$ cat src/rtl/alu_stack_ctrl.sv
// rtl/alu_stack_ctrl.sv - operand-stack sequencer feeding the shared combinational ALU
// Optional DUP/SWAP stack ops are compiled in when STACK_EXT_EN is defined.
module alu_stack_ctrl #(
   parameter int DEPTH = 8,
   parameter int DW    = 16
) (
   input  logic                   clk,
   input  logic                   rst_n,
   input  logic                   cmd_valid,
   output logic                   cmd_ready,
   input  logic [1:0]             cmd_op,
   input  logic [4:0]             cmd_f,
   input  logic [DW-1:0]          cmd_data,
   output logic [DW-1:0]          alu_a,
   output logic [DW-1:0]          alu_b,
   output logic [4:0]             alu_f,
   input  logic [DW-1:0]          alu_s,
   output logic [DW-1:0]          top,
   output logic [$clog2(DEPTH):0] depth,
   output logic                   done,
   output logic                   err_ovf,
   output logic                   err_unf,
   output logic                   err_bad,
   input  logic                   err_clr
);

   localparam int AW = $clog2(DEPTH);
   localparam logic [AW:0] FULL = (AW+1)'(DEPTH);

   typedef enum logic [1:0] {IDLE, EXEC, WB} state_t;
   state_t state, state_nx;

   logic [DW-1:0] mem [DEPTH];
   logic [DW-1:0] res;
   logic          unary;
   logic [AW-1:0] pidx, tidx, nidx;
   logic          accept, f_un, f_bin, has1, has2, full;
   logic          do_push, do_pop, do_alu, do_dup, do_swap, fin;
   logic          set_ovf, set_unf, set_bad;

   // pidx is the next free slot, tidx the top entry, nidx the one beneath it
   assign pidx = depth[AW-1:0];
   assign tidx = depth[AW-1:0] - AW'(1);
   assign nidx = depth[AW-1:0] - AW'(2);
   assign has1 = |depth;
   assign has2 = |depth[AW:1];
   assign full = (depth == FULL);
   assign top  = has1 ? mem[tidx] : '0;

   always_comb begin
      state_nx  = state;
      cmd_ready = (state == IDLE);
      accept    = cmd_valid && (state == IDLE);
      f_un      = cmd_f inside {5'b10000, 5'b10001, 5'b10010};
      f_bin     = !cmd_f[4];
      do_push   = 1'b0;
      do_pop    = 1'b0;
      do_alu    = 1'b0;
      do_dup    = 1'b0;
      do_swap   = 1'b0;
      fin       = 1'b0;
      set_ovf   = 1'b0;
      set_unf   = 1'b0;
      set_bad   = 1'b0;
      case (state)
         IDLE: begin
            if (accept) begin
               case (cmd_op)
                  2'b00: begin
                     fin = 1'b1;
                     if (full) set_ovf = 1'b1;
                     else      do_push = 1'b1;
                  end
                  2'b01: begin
                     fin = 1'b1;
                     if (has1) do_pop  = 1'b1;
                     else      set_unf = 1'b1;
                  end
                  2'b10: begin
                     if (!(f_un || f_bin)) begin
                        set_bad = 1'b1;
                        fin     = 1'b1;
                     end else if ((f_un && !has1) || (f_bin && !has2)) begin
                        set_unf = 1'b1;
                        fin     = 1'b1;
                     end else begin
                        do_alu   = 1'b1;
                        state_nx = EXEC;
                     end
                  end
                  default: begin
                     fin = 1'b1;
`ifdef STACK_EXT_EN
                     if (!cmd_f[0]) begin
                        if (!has1)     set_unf = 1'b1;
                        else if (full) set_ovf = 1'b1;
                        else           do_dup  = 1'b1;
                     end else begin
                        if (!has2) set_unf = 1'b1;
                        else       do_swap = 1'b1;
                     end
`else
                     set_bad = 1'b1;
`endif
                  end
               endcase
            end
         end
         EXEC:    state_nx = WB;
         WB:      state_nx = IDLE;
         default: state_nx = IDLE;
      endcase
   end

   always_ff @(posedge clk or negedge rst_n) begin
      if (!rst_n) state <= IDLE;
      else        state <= state_nx;
   end

   always_ff @(posedge clk or negedge rst_n) begin
      if (!rst_n) begin
         depth   <= '0;
         done    <= 1'b0;
         alu_a   <= '0;
         alu_b   <= '0;
         alu_f   <= '0;
         unary   <= 1'b0;
         res     <= '0;
         err_ovf <= 1'b0;
         err_unf <= 1'b0;
         err_bad <= 1'b0;
      end else begin
         done <= fin || (state == WB);
         if (do_push || do_dup)
            depth <= depth + (AW+1)'(1);
         else if (do_pop || ((state == WB) && !unary))
            depth <= depth - (AW+1)'(1);
         // operands only move at accept, so the ALU sees stable inputs through EXEC
         if (do_alu) begin
            alu_a <= mem[tidx];
            alu_b <= f_un ? '0 : mem[nidx];
            alu_f <= cmd_f;
            unary <= f_un;
         end
         if (state == EXEC) res <= alu_s;
         if (err_clr) begin
            err_ovf <= 1'b0;
            err_unf <= 1'b0;
            err_bad <= 1'b0;
         end else begin
            if (set_ovf) err_ovf <= 1'b1;
            if (set_unf) err_unf <= 1'b1;
            if (set_bad) err_bad <= 1'b1;
         end
      end
   end

   always_ff @(posedge clk) begin
      if (do_push) mem[pidx] <= cmd_data;
      if (do_dup)  mem[pidx] <= mem[tidx];
      if (do_swap) begin
         mem[tidx] <= mem[nidx];
         mem[nidx] <= mem[tidx];
      end
      if (state == WB) begin
         if (unary) mem[tidx] <= res;
         else       mem[nidx] <= res;
      end
   end

endmodule
$ cat config.mk
export PLATFORM = sky130hd
export DESIGN_NAME = alu_stack_ctrl
export DESIGN_NICKNAME = d
export VERILOG_FILES = /design/src/rtl/alu_stack_ctrl.sv
export SDC_FILE = /design/constraint.sdc
export NUM_CORES = 1
export LEC_CHECK = 0
export ABC_AREA = 1
export CAP_MARGIN = 20
export CELL_PAD_IN_SITES_DETAIL_PLACEMENT = 1
export CELL_PAD_IN_SITES_GLOBAL_PLACEMENT = 2
export CORE_UTILIZATION = 36
export CTS_BUF_LIST = sky130_fd_sc_hd__clkbuf_4 sky130_fd_sc_hd__clkbuf_8
export CTS_CLUSTER_SIZE = 20
export DETAILED_ROUTE_END_ITERATION = 16
export GPL_TIMING_DRIVEN = 0
export PLACE_DENSITY_LB_ADDON = 0.08
export SLEW_MARGIN = 20
export SYNTH_ARGS = -nofsm -noshare
export SYNTH_HDL_FRONTEND = slang
export SYNTH_SLANG_ARGS = --single-unit
export TNS_END_PERCENT = 100
$ cat constraint.sdc
create_clock -name clk -period 3.4 [get_ports clk]
set_input_delay 0.51 -clock clk [delete_from_list [all_inputs] [get_ports clk]]
set_output_delay 0.51 -clock clk [all_outputs]
set_load 0.02 [all_outputs]
==> impl_metrics.tcl <==
set metrics [dict create \
    status "finished clean" \
    cap_viol_max_count 0 \
    routed_wl_um 31400 \
    grt_start_max_net_pins 51 \
    via_per_inst 5.13 \
    max_freq_mhz 303 \
    yosys_register_bits 192 \
    avgSynthCellArea_um2 9.21 \
    first_pass_iters 5 \
    period_needed_ps 3300 \
    die_h_um 162 \
    cp_max_fo 10 \
    final_cell_mix "nand2_1, edfxtp_1, nor2_1" \
    p_sw_mw 5.88 \
    syn_inst 1002 \
    gr-max-usage-layer "met2" \
    finalHoldViolations 0 \
    peakVddDrop_uv 634 \
    areaGrowthSynthToFinish_pct 24.1 \
    crit-reg2reg-capture "mem[2][14]" \
    grt.met2_usage 0.405 \
    clk_pin_slew_ps 110 \
    start_kind "flip-flop" \
    use_met1 0.350 \
    grt_pass1_wl_um 47600 \
    rsz0062_at_grt "no" \
    n_antenna_cell 0 \
    seqPwrFrac 0.268 \
    htree_levels 4 \
    grt_overflow 0 \
    cts.sink_count 192 \
    min_path_type "input port to async pin" \
    slew_headroom 0.509 \
    tritoncts "done" \
    cp.required_ps 2890 \
    p_sw_frac 0.497 \
    critPathArrivalTime_ps 2790 \
    gp_congestion 0.838 \
    drcViolationCount 0 \
    p_per_area_mw_per_mm2 1030 \
    clock_power_share 0.124 \
    setup_viol 0 \
    final_common_cell "nand2_1" \
    syn_area_mm2 0.00922 \
    finalCritPeriodShare 0.970 \
    antenna_found_initial 0 \
    power_leakage_nw 4.59 \
    grt_util_met3 0.0340 \
    first_iter_violations 537 \
    drv_slew 0 \
    wl_per_cell_um 21.3 \
    ys_seq_area_frac 0.590 \
    rr_startpoint "depth[1]" \
    skew_ps 20.1 \
    via_count 7588 \
    coreArea_mm2 0.0252 \
    core.rowCount 58 \
    cts-root-buf "clkbuf_8" \
    die_area_mm2 0.0263 \
    crit_type "flip-flop to output port" \
    reg2reg_slack_ps 430 \
    clk_path_buf_depth 2 \
    final_util 0.455 \
    cts_buffers 17 \
    grt_pass1_vias 7734 \
    num-fill-cells 2942 \
    io_buffers 104 \
    final_nets 1186 \
    p_comb_frac 0.608 \
    crit_path_end_kind "output port" \
    reg2regPathDepth 10 \
    ant_nets 0 \
    worst-slew-pin-transition_ps 737 \
    synth_warnings 0 \
    p_total_mw 11.8 \
    initial_core_util 0.366 \
    dieWidth_um 162 \
    boundaryPins 105 \
    grt.total_usage 0.250 \
    finalSetupTns_ps 0 \
    p_int_mw 5.96 \
    post-dp-hpwl_um 23400 \
    syn_nets 1053 \
    clk_latency_ps 490 \
    synth_cell_type_count 33 \
    drive_above_1_share 0.147 \
]
worst max-delay path by stage:
stage	from	to	slack, ps	cells past startpoint
6_report	depth[0]	top[4]	100	9
5_1_grt	depth[0]	top[9]	6	11
4_1_cts	depth[0]	top[5]	-40	11
3_5_place_dp	depth[1]	top[8]	-1240	11
3_3_place_gp	depth[1]	mem[3][3]	-1520	10
2_1_floorplan	depth[1]	mem[2][0]	260	10
registers in the layout (all words and copies together), names as in the netlist, 2 cells and up:
name   count
state      2
mem      128
alu_b     16
alu_a     16
alu_f      5
depth      4
res       16
metrics by stage:
stage          cells  area (um^2)  hold slack (ps)  setup WS [ps]
6_report        1478        11400              443            102
4_1_cts         1477        11400              432          -35.1
3_5_place_dp    1445        10800              410          -1240
5_1_grt         1478        11400              449           5.52
3_3_place_gp    1436        10700              466          -1520
2_1_floorplan   1002         9220              214            260
cell type report:
cell class	count	area, um^2	share of cell area
clock inverters	14	123	0.0107
multi-input cells	714	3460	0.302
inverters	35	144	0.0126
plain buffers	58	399	0.0349
clock buffers	18	241	0.0211
flip-flops and latches	192	5450	0.476
well taps	330	413	0.0361
repair buffers	117	1220	0.106
cell usage after synthesis, drive strengths merged:
cell / n / area (um^2)
nand4: 2 / 27.5
nor3: 9 / 45.0
fa: 1 / 20.0
clkbuf: 31 / 118
o22ai: 16 / 100
nand2: 331 / 1280
o211ai: 19 / 148
nand3: 69 / 350
edfxtp: 128 / 3840
inv: 32 / 120
clkinv: 3 / 11.3
a21oi: 28 / 140
buf: 30 / 205
dfrtp: 64 / 1600
o21ai: 128 / 686
xor2: 4 / 35.0
ha: 7 / 87.6
nor2: 100 / 400
critical path, cell delays in order, from the launching register on:
cell             delay (ps)
dfrtp_2                 460
buf_4                   180
buf_2                   200
buf_4                   220
clkbuf_4                270
nor2_1                   70
o22ai_1                 360
o21ai_2                 150
nor2_1                  120
clkdlybuf4s15_2         260
layer usage:
metal / vias up / part of all wire / wire (um)
li1: 3658 / - / -
met4: 0 / 0.014 / 433
met5: - / 0 / 0
met2: 230 / 0.47 / 14800
met3: 30 / 0.051 / 1600
met1: 3670 / 0.46 / 14600
power by group through the flow:
| stage | Sequential (mW) | Combinational [mW] | Clock (mW) |
|---|---|---|---|
| after global placement | 3.21 | 6.61 | 0 |
| after detailed placement | 3.22 | 6.72 | 0 |
| after global routing | 3.22 | 7.80 | 1.57 |
| after floorplan | 3.46 | 3.44 | 0 |
| after CTS | 3.18 | 7.13 | 1.50 |
| final | 3.17 | 7.19 | 1.47 |
cell families (layout without fill, tap and decap cells):
kind of cell / after synthesis / in the layout / share of synthesized area
buffers and inverters: 96 / 242 / 0.0492
AOI/OAI and AO/OA: 191 / 191 / 0.116
adders and majority gates: 8 / 8 / 0.0117
DFF: 192 / 192 / 0.590
xor gates and xnor gates: 4 / 4 / 0.00380
and+or+nand+nor: 511 / 511 / 0.229
what timing repair did:
| item | 4_1_cts | 5_1_grt |
|---|---|---|
| pin swaps | 3 | 1 |
| hold endpoints to repair | 14 | 0 |
| hold buffers | 1 | 0 |
| endpoints found under the setup margin | 158 | 16 |
| setup buffers | 1 | 2 |
| resized for setup | 115 | 13 |
(Power assumes the default switching activity.)
